==> src/rtl/io_cmd_master.sv <==
// Initiator side of the 24-bit {op, data} IO command interface: issues one CPU command
// as a start pulse, waits for an optional reply with timeout, and hands the result back.
module io_cmd_master #(
    parameter int TIMEOUT_CYCLES = 255,
    parameter int TO_W           = 16
) (
    input  logic        clk,
    input  logic        rst,
    input  logic        req_valid,
    output logic        req_ready,
    input  logic [7:0]  req_op,
    input  logic [15:0] req_data,
    input  logic        req_expect_rsp,
    output logic        per_start,
    output logic [23:0] per_in,
    input  logic        per_rdy,
    input  logic [23:0] per_out,
    output logic        rsp_valid,
    input  logic        rsp_ready,
    output logic [15:0] rsp_data,
    output logic [1:0]  rsp_err,
    output logic        busy
);

    typedef enum logic [1:0] {
        IDLE  = 2'd0,
        ISSUE = 2'd1,
        WAIT  = 2'd2,
        RESP  = 2'd3
    } state_e;

    // Counter value seen in the last permitted WAIT cycle.
    localparam logic [TO_W-1:0] CNT_LAST = TO_W'(TIMEOUT_CYCLES - 1);

    state_e            state_q, state_d;
    logic [7:0]        op_q, op_d;
    logic [15:0]       data_q, data_d;
    logic              expect_q, expect_d;
    logic [TO_W-1:0]   cnt_q, cnt_d;
    logic [15:0]       rsp_data_q, rsp_data_d;
    logic [1:0]        rsp_err_q, rsp_err_d;

    // NOTE: state registers use non-blocking assignments so every flop samples pre-edge values.
    always_ff @(posedge clk) begin
        if (rst) begin
            state_q    <= IDLE;
            op_q       <= '0;
            data_q     <= '0;
            expect_q   <= 1'b0;
            cnt_q      <= '0;
            rsp_data_q <= '0;
            rsp_err_q  <= '0;
        end else begin
            state_q    <= state_d;
            op_q       <= op_d;
            data_q     <= data_d;
            expect_q   <= expect_d;
            cnt_q      <= cnt_d;
            rsp_data_q <= rsp_data_d;
            rsp_err_q  <= rsp_err_d;
        end
    end

    // NOTE: every next-state signal is defaulted first so no path can infer a latch.
    always_comb begin
        state_d    = state_q;
        op_d       = op_q;
        data_d     = data_q;
        expect_d   = expect_q;
        cnt_d      = cnt_q;
        rsp_data_d = rsp_data_q;
        rsp_err_d  = rsp_err_q;

        unique case (state_q)
            IDLE: begin
                if (req_valid) begin
                    op_d       = req_op;
                    data_d     = req_data;
                    expect_d   = req_expect_rsp;
                    rsp_data_d = '0;
                    rsp_err_d  = '0;
                    state_d    = ISSUE;
                end
            end
            ISSUE: begin
                if (!expect_q) begin
                    state_d = RESP;
                end else if (per_rdy) begin
                    rsp_data_d = per_out[15:0];
                    rsp_err_d  = {per_out[23:16] != op_q, 1'b0};
                    state_d    = RESP;
                end else begin
                    cnt_d   = '0;
                    state_d = WAIT;
                end
            end
            WAIT: begin
                // A reply in the final permitted cycle beats the timeout.
                if (per_rdy) begin
                    rsp_data_d = per_out[15:0];
                    rsp_err_d  = {per_out[23:16] != op_q, 1'b0};
                    state_d    = RESP;
                end else if (cnt_q == CNT_LAST) begin
                    rsp_data_d = '0;
                    rsp_err_d  = 2'b01;
                    state_d    = RESP;
                end else if (cnt_q != '1) begin
                    cnt_d = cnt_q + 1'b1;
                end
            end
            RESP: begin
                if (rsp_ready) begin
                    state_d = IDLE;
                end
            end
            default: state_d = IDLE;
        endcase
    end

    // The strobe is gated by rst so nothing leaves the block in a reset cycle.
    assign per_start = (state_q == ISSUE) && !rst;
    assign per_in    = per_start ? {op_q, data_q} : 24'h0;
    assign req_ready = (state_q == IDLE);
    assign busy      = (state_q != IDLE);
    assign rsp_valid = (state_q == RESP);
    assign rsp_data  = rsp_data_q;
    assign rsp_err   = rsp_err_q;

endmodule

==> config.mk <==
export PLATFORM = sky130hd
export DESIGN_NAME = io_cmd_master
export DESIGN_NICKNAME = d
export VERILOG_FILES = /design/src/rtl/io_cmd_master.sv
export SDC_FILE = /design/constraint.sdc
export NUM_CORES = 1
export LEC_CHECK = 0
export CORE_MARGIN = 2
export CORE_UTILIZATION = 49
export DETAILED_ROUTE_END_ITERATION = 7
export HOLD_SLACK_MARGIN = 0.08
export PLACE_DENSITY = 0.82
export SETUP_SLACK_MARGIN = 0.05
export SLEW_MARGIN = 25
export SYNTH_ARGS = -nofsm -noshare
export SYNTH_HDL_FRONTEND = slang
export SYNTH_SLANG_ARGS = --single-unit
==> constraint.sdc <==
create_clock -name clk -period 4.8 [get_ports clk]
set_clock_uncertainty 0.15 [all_clocks]
set_input_delay 0.96 -clock clk [delete_from_list [all_inputs] [get_ports clk]]
set_output_delay 0.96 -clock clk [all_outputs]
set_load 0.005 [all_outputs]
==> summary.txt <==
Route
  – Final WL: 8.375 mm
  – Routed vias/inst: ~5.4
  – Antenna-violating nets left: 0
  – Pre-Repair DR Iteration Count: 4
  – DR DRC count: 0
  – Total number of vias: 2822
  – Routed WL per cell: 16.17 um
  – Initial DRC Count: 139

Cells and area
  – Commonest non-fill, non-tap cells in the layout: clkdlybuf4s50_1 (99), nand2_1 (65), dfxtp_1 (61)
  – Most common cell after layout, fill and taps aside: clkdlybuf4s50_1
  – Final core occ: 0.7043
  – Layout cell share with drive strength beyond 1: 0.05869
  – Area growth syn-to-layout: 39.67%
  – Fin cells: 518
  – ANT cells: 0
  – Layout Nets: around 500

Synthesis
  – Ys flop type: dfxtp_1
  – Mapped cell area: 0.002968 sq mm
  – Post-synth top area share: 0.4115
  – EDFF count, synth: 0
  – FF+latch count, synth: between 60 and 70
  – Top cell type by total area after synthesis: dfxtp_1
  – Post-synth cell types: 52
  – Post-synthesis async set-or-reset flop share: 0
  – Mapped Nets: 409
  – Synth area leaders: dfxtp_1 (41%), nand2_1 (8.2%), and2_1 (5.9%)
  – Ys Warns: 0
  – Sequential fraction of the synthesis area: 0.4115
  – Gate Count Post-Synth: 349
  – Mapped Avg Cell Area: 8.504 sq um

Floorplanning
  – Die span in x: between 80 and 90 um
  – Full die area: roughly 0.0067 sq mm
  – IO Count: 100
  – DIE HEIGHT: 81.83 um
  – Core area: 0.005886 sq mm
  – Initial core utilization: 0.5043
  – Row count: 28

Setup path
  – Startpoint Class: primary input
  – CP Data Required Time: 3.69 ns
  – Crit-path max FO: 25
  – Worst setup EP type: output pin
  – Internal reg-to-reg setup slack: about 2.2 ns
  – Top delay family on crit path: buffers and inverters
  – CP peak stage delay: about 0.52 ns
  – Worst path most repeated cell: clkdlybuf4s50_1
  – WP buf/inv: 3
  – Slowest cell on the critical path: clkdlybuf4s50_1
  – Critical path arrival: roughly 2.4 ns
  – Worst Path Class, Setup: in -> out
  – Crit path cell chain: clkdlybuf4s50_1 -> nor2b_1 -> buf_4 -> and2_1 -> clkdlybuf4s50_1

Clock network
  – Worst-Skew Late Latency: 0.34 ns
  – Post-CTS Hold Buffers: 0
  – H-tree Lvls: 3
  – Clk buf depth: 2
  – CTS Root Cell: clkbuf_8
  – Post-cts resize count: 0
  – CTS Buf Count: 9
  – CTS tree: built
  – Post-CTS Setup Bufs: 0
  – Clock slew at reported path FFs: 0.07 ns
  – Sink Count: 61

Power
  – Pwr/cell area: 386.8 mW/mm^2
  – Maximum VDD drop: between 0.2 and 0.3 mV
  – Clock share of power: 0.284
  – Switching share of power: 0.3339
  – Lkg Pwr: 1.553 nW
  – Combinational share of power: 0.329
  – Seq pwr share: 0.387
  – Power consumption: between 1.5 and 2 mW
  – Sw power: 535.3 uW
  – Int Power: 1.068 mW

Global route
  – Total global-route track usage: 0.2610
  – Vias in the first global route: 2779
  – First-pass GRT wire length: 13.37 mm
  – Congestion Overflow GR: 0
  – Largest net degree at the start of global routing: 45
  – Initial antenna violation count: 0

Placed design
  – DP HPWL: 5.954 mm
  – GP Congestion: about 0.82
  – Buffers added on ports: 99
  – Pre-CTS setup slack: 1.262 ns
  – Placed insts: 502

Timing
  – Fin. Hold Viols: 0
  – Number of setup violations in the final report: 0
  – Slew Viols, Final: 0
  – Fin crit share: 0.7334
  – Slew @ Worst Pin: 0.8846 ns
  – Tmin final: about 3.5 ns
  – Setup tns final: 0 ns
  – RSZ-0062 raised after global routing: false
  – Max Fclk: 0.2841 GHz
  – Final Worst Setup Slack: 1.280 ns
  – Slew HR: 0.4103

Hold path
  – Hold Crit Class: reg -> reg

Outcome
  – Outcome: finished clean

Job
  – Max-cap violation count: 0
path summary, 6_finish.rpt:
| path | end | depth (start not counted) | startpoint |
|---|---|---|---|
| setup reg to reg | cnt_q[15] | 7 | state_q[0] |
| hold / removal | data_q[14] | 2 | data_q[14] |
| hold reg to reg | data_q[14] | 2 | data_q[14] |
| setup / recovery | per_in[2] | 5 | rst |
stage by stage:
stage	hold WS [ns]	area (sq um)
2_1_floorplan	0.2817	2968
3_3_place_gp	0.2904	3949
3_5_place_dp	0.2959	3951
4_1_cts	0.3051	4145
5_1_grt	0.3230	4145
6_report	0.3016	4145
worst reg2reg max path, stage by stage, from the launching register on:
cell     delay [ns]
dfxtp_1        0.35
inv_1          0.09
ha_1           0.49
mux2i_1        0.19
nor2_1         0.63
nand2_1        0.11
nor4_1         0.28
mux2i_1        0.23
cells by family after synthesis:
logic type               after synthesis  share of synthesized area
AND/OR/NAND/NOR                      155                     0.2816
flip-flops                            61                     0.4115
XOR/XNOR                               8                    0.02361
buffers and inverters                 31                    0.05017
AO/OA/AOI/OAI                         85                     0.1977
adder cells (fa/ha/maj)                6                    0.02529
multiplexers                           3                    0.01012
power by group through the flow:
stage               combinational (mW)  sequential (mW)  clock [mW]
finish                           0.527            0.621       0.455
global route                     0.591            0.629       0.482
global placement                 0.506            0.628           0
floorplan                        0.319            0.620           0
detailed placement               0.523            0.633           0
CTS                              0.530            0.621       0.462
state kept, by name, indices dropped and copies added (netlist names):
name / flops
op_q: 8
rsp_data: 16
expect_q: 1
data_q: 16
cnt_q: 16
rsp_err: 2
state_q: 2
layout make-up:
type                       instances  area [sq um]
inverter                           8         30.03
sequential                        61          1221
fill                             465          1740
timing repair buffer             101          1006
clock inverter                     3         45.04
clock buffer                      13         148.9
multi-input combinational        257          1600
tap                               75         93.84
synthesized netlist by cell type, types with 2 or more instances:
cell type  number
nand2_1        65
dfxtp_1        61
a21oi_1        34
and2_1         28
a22o_1         17
clkbuf_1       15
nor2_1         10
inv_1           8
nor3_1          8
xor2_1          8
ha_1            6
nand2b_1        5
nor2b_1         5
nor4_1          5
or4_1           5
and3_1          4
buf_4           4
o21ai_0         4
o31ai_1         4
a211oi_1        3
a31oi_1         3
mux2i_1         3
nand4_1         3
o211ai_1        3
or3_1           3
a211o_1         2
a21o_1          2
buf_2           2
buf_6           2
nand3_1         2
nand4_2         2
o21ai_1         2
o311ai_0        2
per-layer routing:
metal  share of wire  wire length, um  vias to the layer above  track usage
met1            0.43             3576                     1307       0.3297
li1                -                -                     1414            -
met4           0.020              168                        0      0.09667
met2            0.49             4064                       87       0.4252
met5               0                0                        -            0
met3           0.067              565                       14      0.07143
(Power assumes the default switching activity.)
==> RTL change 1: new RTL, config.mk and constraints unchanged <==
The 4 states of `state_e` get a one-hot encoding in 4 bits.
--- a/src/rtl/io_cmd_master.sv
+++ b/src/rtl/io_cmd_master.sv
@@ -22,11 +22,11 @@
     output logic        busy
 );
 
-    typedef enum logic [1:0] {
-        IDLE  = 2'd0,
-        ISSUE = 2'd1,
-        WAIT  = 2'd2,
-        RESP  = 2'd3
+    typedef enum logic [3:0] {
+        IDLE  = 4'b0001,
+        ISSUE = 4'b0010,
+        WAIT  = 4'b0100,
+        RESP  = 4'b1000
     } state_e;
 
     // Counter value seen in the last permitted WAIT cycle.
Behaviour: same outputs for any inputs over 4 cycles, from zero or initial values and one cycle with rst high; so few cycles prove little.
==> RTL change 1 against the original RTL <==
- sequential cell count rose by 2
- wire length fell by 13%
- worst setup slack got worse by 170 ps
- first-iteration DRC count fell by 2.2%
- total power fell by 5.2%
- design area rose by 0.18%
- synthesized area fell by 1.5%
- count of clock-buffer cells in the layout fell by 2
- critical path type unchanged
==> RTL change 1: results (changes against the original RTL) <==
{
  "r2r_setup_slack": {"value": 2360, "unit": "ps", "change": "was 2210 ps"},
  "yosysSeqAreaShare": {"value": 0.431, "change": "was 0.411"},
  "post_synth_fa_ha_maj_area_fraction": {"value": 0.00856, "change": "was 0.0253"},
  "r2r_end": {"value": "cnt_q[10]", "change": "was cnt_q[15]"},
  "dr_total_vias": {"value": 2918, "change": "was 2,822"},
  "slew_headroom": {"value": 0.410, "change": "about the same"},
  "share_of_post_route_cells_with_drive_strength_above_1": {"value": 0.0513, "change": "was 0.0587"},
  "final_net_count": {"value": 520, "change": "was 498"},
  "cp.arrival": {"value": 2580, "unit": "ps", "change": "was 2410 ps"},
  "holdWs": {"value": 304, "unit": "ps", "change": "was 302 ps"},
  "synth.area.top_cells": {"value": "dfxtp_1, nand2_1, a21oi_1", "change": "was dfxtp_1, nand2_1, and2_1"},
  "worst_r2r_startpoint": {"value": "state_q[1]", "change": "was state_q[0]"},
  "fillCellCount": {"value": 456, "change": "was 465"},
  "max-vdd-ir-drop": {"value": 191, "unit": "uV", "change": "was 285 uV"},
  "synth_fp_nets": {"value": 429, "change": "was 409"},
  "first_iter_violations": {"value": 136, "change": "was 139"},
  "p_leak": {"value": 1.44, "unit": "nW", "change": "was 1.55 nW"},
  "hold_path_end": {"value": "data_q[0]", "change": "was data_q[14]"},
  "first_global_vias": {"value": 2687, "change": "was 2,779"},
  "holdCritStartpoint": {"value": "data_q[0]", "change": "was data_q[14]"},
  "run_status": {"value": "completed", "change": "unchanged"},
  "timing.reg2reg.worst_path_depth": {"value": 5, "change": "was 7"},
  "largest_net_degree_at_the_start_of_global_routing": {"value": 35, "change": "was 45"},
  "first_pass_grt_wire_length": {"value": 11800, "unit": "um", "change": "was 13,400 um"},
  "synth_mux_area_frac": {"value": 0.00342, "change": "was 0.0101"},
  "dp_hpwl": {"value": 5030, "unit": "um", "change": "was 5950 um"}
}
-- RTL change 1: cells by family after synthesis --
family / count (synthesis)
flip-flops: 63
multiplexers: 1
AND/OR/NAND/NOR: 175
AO/OA/AOI/OAI: 92
XOR/XNOR: 9
adder cells (fa/ha/maj): 2
buffers and inverters: 31
-- RTL change 1: worst max-delay path by stage --
| stage | start | end | slack (ps) |
|---|---|---|---|
| floorplan | rst | per_in[14] | 1950 |
| global placement | rst | per_in[18] | 1220 |
| detailed placement | rst | per_in[1] | 1160 |
| CTS | rst | per_in[13] | 1100 |
| global route | rst | per_in[2] | 1040 |
| finish | rst | per_in[13] | 1110 |
-- RTL change 1: stage by stage --
step,std cells,util
3_3_place_gp,528,0.675
2_1_floorplan,373,-
6_report,543,0.710
4_1_cts,543,0.709
3_5_place_dp,528,0.675
5_1_grt,543,0.710
-- RTL change 1: where the power goes --
group | total, mW | switching [mW] | internal (mW)
sequential | 0.636 | 0.0528 | 0.583
combinational | 0.429 | 0.245 | 0.183
clock | 0.455 | 0.193 | 0.262
-- RTL change 1: cell type report --
cell class | instances | share of cell area
well taps | 75 | 0.0226
inverters | 8 | 0.00723
clock inverters | 4 | 0.0108
repair buffers | 103 | 0.246
clock buffers | 11 | 0.0365
multi-input cells | 279 | 0.373
flip-flops and latches | 63 | 0.304
-- RTL change 1: metal layers --
metal	routed length, um	up-vias	GRT usage
met2	3370	85	0.367
met5	0	-	0
met3	513	6	0.0767
li1	-	1478	-
met1	3340	1349	0.284
met4	70	0	0.0966
-- RTL change 1: worst min-delay path: stages (launching register included) --
cell,delay (ps)
dfxtp_1,310
nand2_1,50
a21oi_1,50
==> RTL change 2: new RTL, same flow settings <==
Made on the original files. Change the parameter `TO_W` from 16 to 32.
--- a/src/rtl/io_cmd_master.sv
+++ b/src/rtl/io_cmd_master.sv
@@ -2,7 +2,7 @@
 // as a start pulse, waits for an optional reply with timeout, and hands the result back.
 module io_cmd_master #(
     parameter int TIMEOUT_CYCLES = 255,
-    parameter int TO_W           = 16
+    parameter int TO_W           = 32
 ) (
     input  logic        clk,
     input  logic        rst,
Formal check against the unedited RTL: no difference found for any inputs over 4 cycles, from zero or initial values and one cycle with rst high; that may be too few to reach the edited logic, so the function may still have changed.
==> RTL change 2 against the original RTL <==
- design area increased by 26%
- total power up 17%
- wire length grew 28%
- synthesized area increased by 35%
- sequential cell count up 16
- register-to-register slack worse by 230 ps
- worst setup slack gained 280 ps
- critical path type is now reg -> out
- critical path depth grew 1
- critical endpoint is now per_in[19]
==> RTL change 2: results (changes against the original RTL) <==
{
  "run_status": {"value": "completed", "change": "unchanged"},
  "drt_pre_antenna_iters": {"value": 5, "change": "was 4"},
  "first_global_vias": {"value": 3783, "change": "was 2,779"},
  "yosysSeqAreaShare": {"value": 0.386, "change": "was 0.411"},
  "largest_register_ffs": 32,
  "wl_met2": {"value": 5170, "unit": "um", "change": "was 4060 um"},
  "yosys_warnings": {"value": 0, "change": "unchanged"},
  "synth_fp_nets": {"value": 559, "change": "was 409"},
  "first_iter_violations": {"value": 311, "change": "was 139"},
  "vias_per_cell": {"value": 5.69, "change": "was 5.45"},
  "p_leak": {"value": 1.73, "unit": "nW", "change": "was 1.55 nW"},
  "yosys_most_used_dff": {"value": "dfxtp_1", "change": "unchanged"},
  "slew_headroom": {"value": 0.411, "change": "was 0.410"},
  "share_of_post_route_cells_with_drive_strength_above_1": {"value": 0.0613, "change": "was 0.0587"},
  "worst_r2r_startpoint": {"value": "state_q[0]", "change": "unchanged"},
  "wirelength_met1": {"value": 4570, "unit": "um", "change": "was 3580 um"},
  "final_weighted_congestion_in_routability_driven_placement": {"value": 0.906, "change": "was 0.823"},
  "min-delay-path-class": {"value": "reg -> reg", "change": "unchanged"},
  "fillCellCount": {"value": 663, "change": "was 465"},
  "wire_per_inst": {"value": 15.5, "unit": "um", "change": "was 16.2 um"},
  "cts_buffers": {"value": 9, "change": "unchanged"},
  "first_pass_grt_wire_length": {"value": 17800, "unit": "um", "change": "was 13,400 um"},
  "worst_setup_path_startpoint": {"value": "state_q[1]", "change": "was rst"},
  "met3_length": {"value": 764, "unit": "um", "change": "was 565 um"},
  "largest_register": "cnt_q",
  "largest_net_degree_at_the_start_of_global_routing": {"value": 76, "change": "was 45"},
  "synth_common_cells": {"value": "nand2_1, dfxtp_1, a21oi_1", "change": "unchanged"},
  "syn_area_per_cell": {"value": 8.01, "unit": "um2", "change": "was 8.50 um2"},
  "netlist-cell-type-count": {"value": 51, "change": "was 52"},
  "final_net_count": {"value": 642, "change": "was 498"},
  "synth.area.top_cells": {"value": "dfxtp_1, nand2_1, a21oi_1", "change": "was dfxtp_1, nand2_1, and2_1"},
  "dp_hpwl": {"value": 7440, "unit": "um", "change": "was 5950 um"},
  "max-vdd-ir-drop": {"value": 271, "unit": "uV", "change": "was 285 uV"},
  "placement.cell_area": {"value": 0.00501, "unit": "mm2", "change": "was 0.00395 mm2"},
  "clockBufferDepth": {"value": 2, "change": "unchanged"},
  "holdCritStartpoint": {"value": "data_q[5]", "change": "was data_q[14]"},
  "pre_cts_slack": {"value": 1510, "unit": "ps", "change": "was 1260 ps"},
  "dr_total_vias": {"value": 3920, "change": "was 2,822"},
  "top_signal_layer_used": {"value": "met4", "change": "unchanged"},
  "grt_use_total": {"value": 0.248, "change": "was 0.261"},
  "place.detailed.instances": {"value": 673, "change": "was 502"},
  "maxCapViolCount": {"value": 0, "change": "unchanged"},
  "worst_skew_pair.late_latency": {"value": 340, "unit": "ps", "change": "about the same"},
  "cp.arrival": {"value": 2130, "unit": "ps", "change": "was 2410 ps"},
  "async_flop_share": {"value": 0, "change": "unchanged"}
}
[RTL change 2: changes by cell type in the layout (fill, tap and decap cells not counted), sizes merged, moves of 11 or more]
cell,change
a21oi,+23
a22o,-17
dfxtp,+16
nand2,+22
nand3,+15
nand3b,+16
nand4,+14
o21ai,+32
xnor2,+11
[RTL change 2: power breakdown]
part | internal [mW] | total [mW] | switching (mW)
registers | 0.706 | 0.750 | 0.0443
logic | 0.261 | 0.632 | 0.371
clock network | 0.252 | 0.495 | 0.243
[RTL change 2: final cells by class]
cell class / count / area [um2] / area share
clock buffers: 10 / 138 / 0.0264
clock inverters: 6 / 62.6 / 0.0120
inverters: 11 / 41.3 / 0.00791
multi-input cells: 381 / 2300 / 0.441
flip-flops and latches: 77 / 1540 / 0.295
well taps: 102 / 128 / 0.0244
repair buffers: 102 / 1010 / 0.193
[RTL change 2: critical path: stages (launching register included)]
cell             delay (ps)
dfxtp_1                 350
inv_1                    90
ha_1                    260
nor2b_1                 160
buf_4                   230
and2_1                  180
clkdlybuf4s50_1         510
[RTL change 2: cell families after synthesis]
group | after synthesis | share of synthesized area
mux | 4 | 0.0100
fa+ha+maj | 6 | 0.0188
compound gates | 122 | 0.178
buf+inv | 41 | 0.0435
simple gates | 237 | 0.338
flops | 77 | 0.386
xor+xnor | 12 | 0.0263
[RTL change 2: per-layer routing]
| metal | track usage | up-vias |
|---|---|---|
| met5 | 0 | - |
| met4 | 0.0833 | 0 |
| met3 | 0.0570 | 26 |
| met2 | 0.414 | 154 |
| met1 | 0.316 | 1798 |
| li1 | - | 1942 |
[RTL change 2: worst paths after layout]
path	end	slack [ps]	depth (start not counted)
hold reg to reg	data_q[5]	300	2
setup reg to reg	cnt_q[21]	1980	9
hold / removal	data_q[5]	300	2
setup / recovery	per_in[19]	1560	6
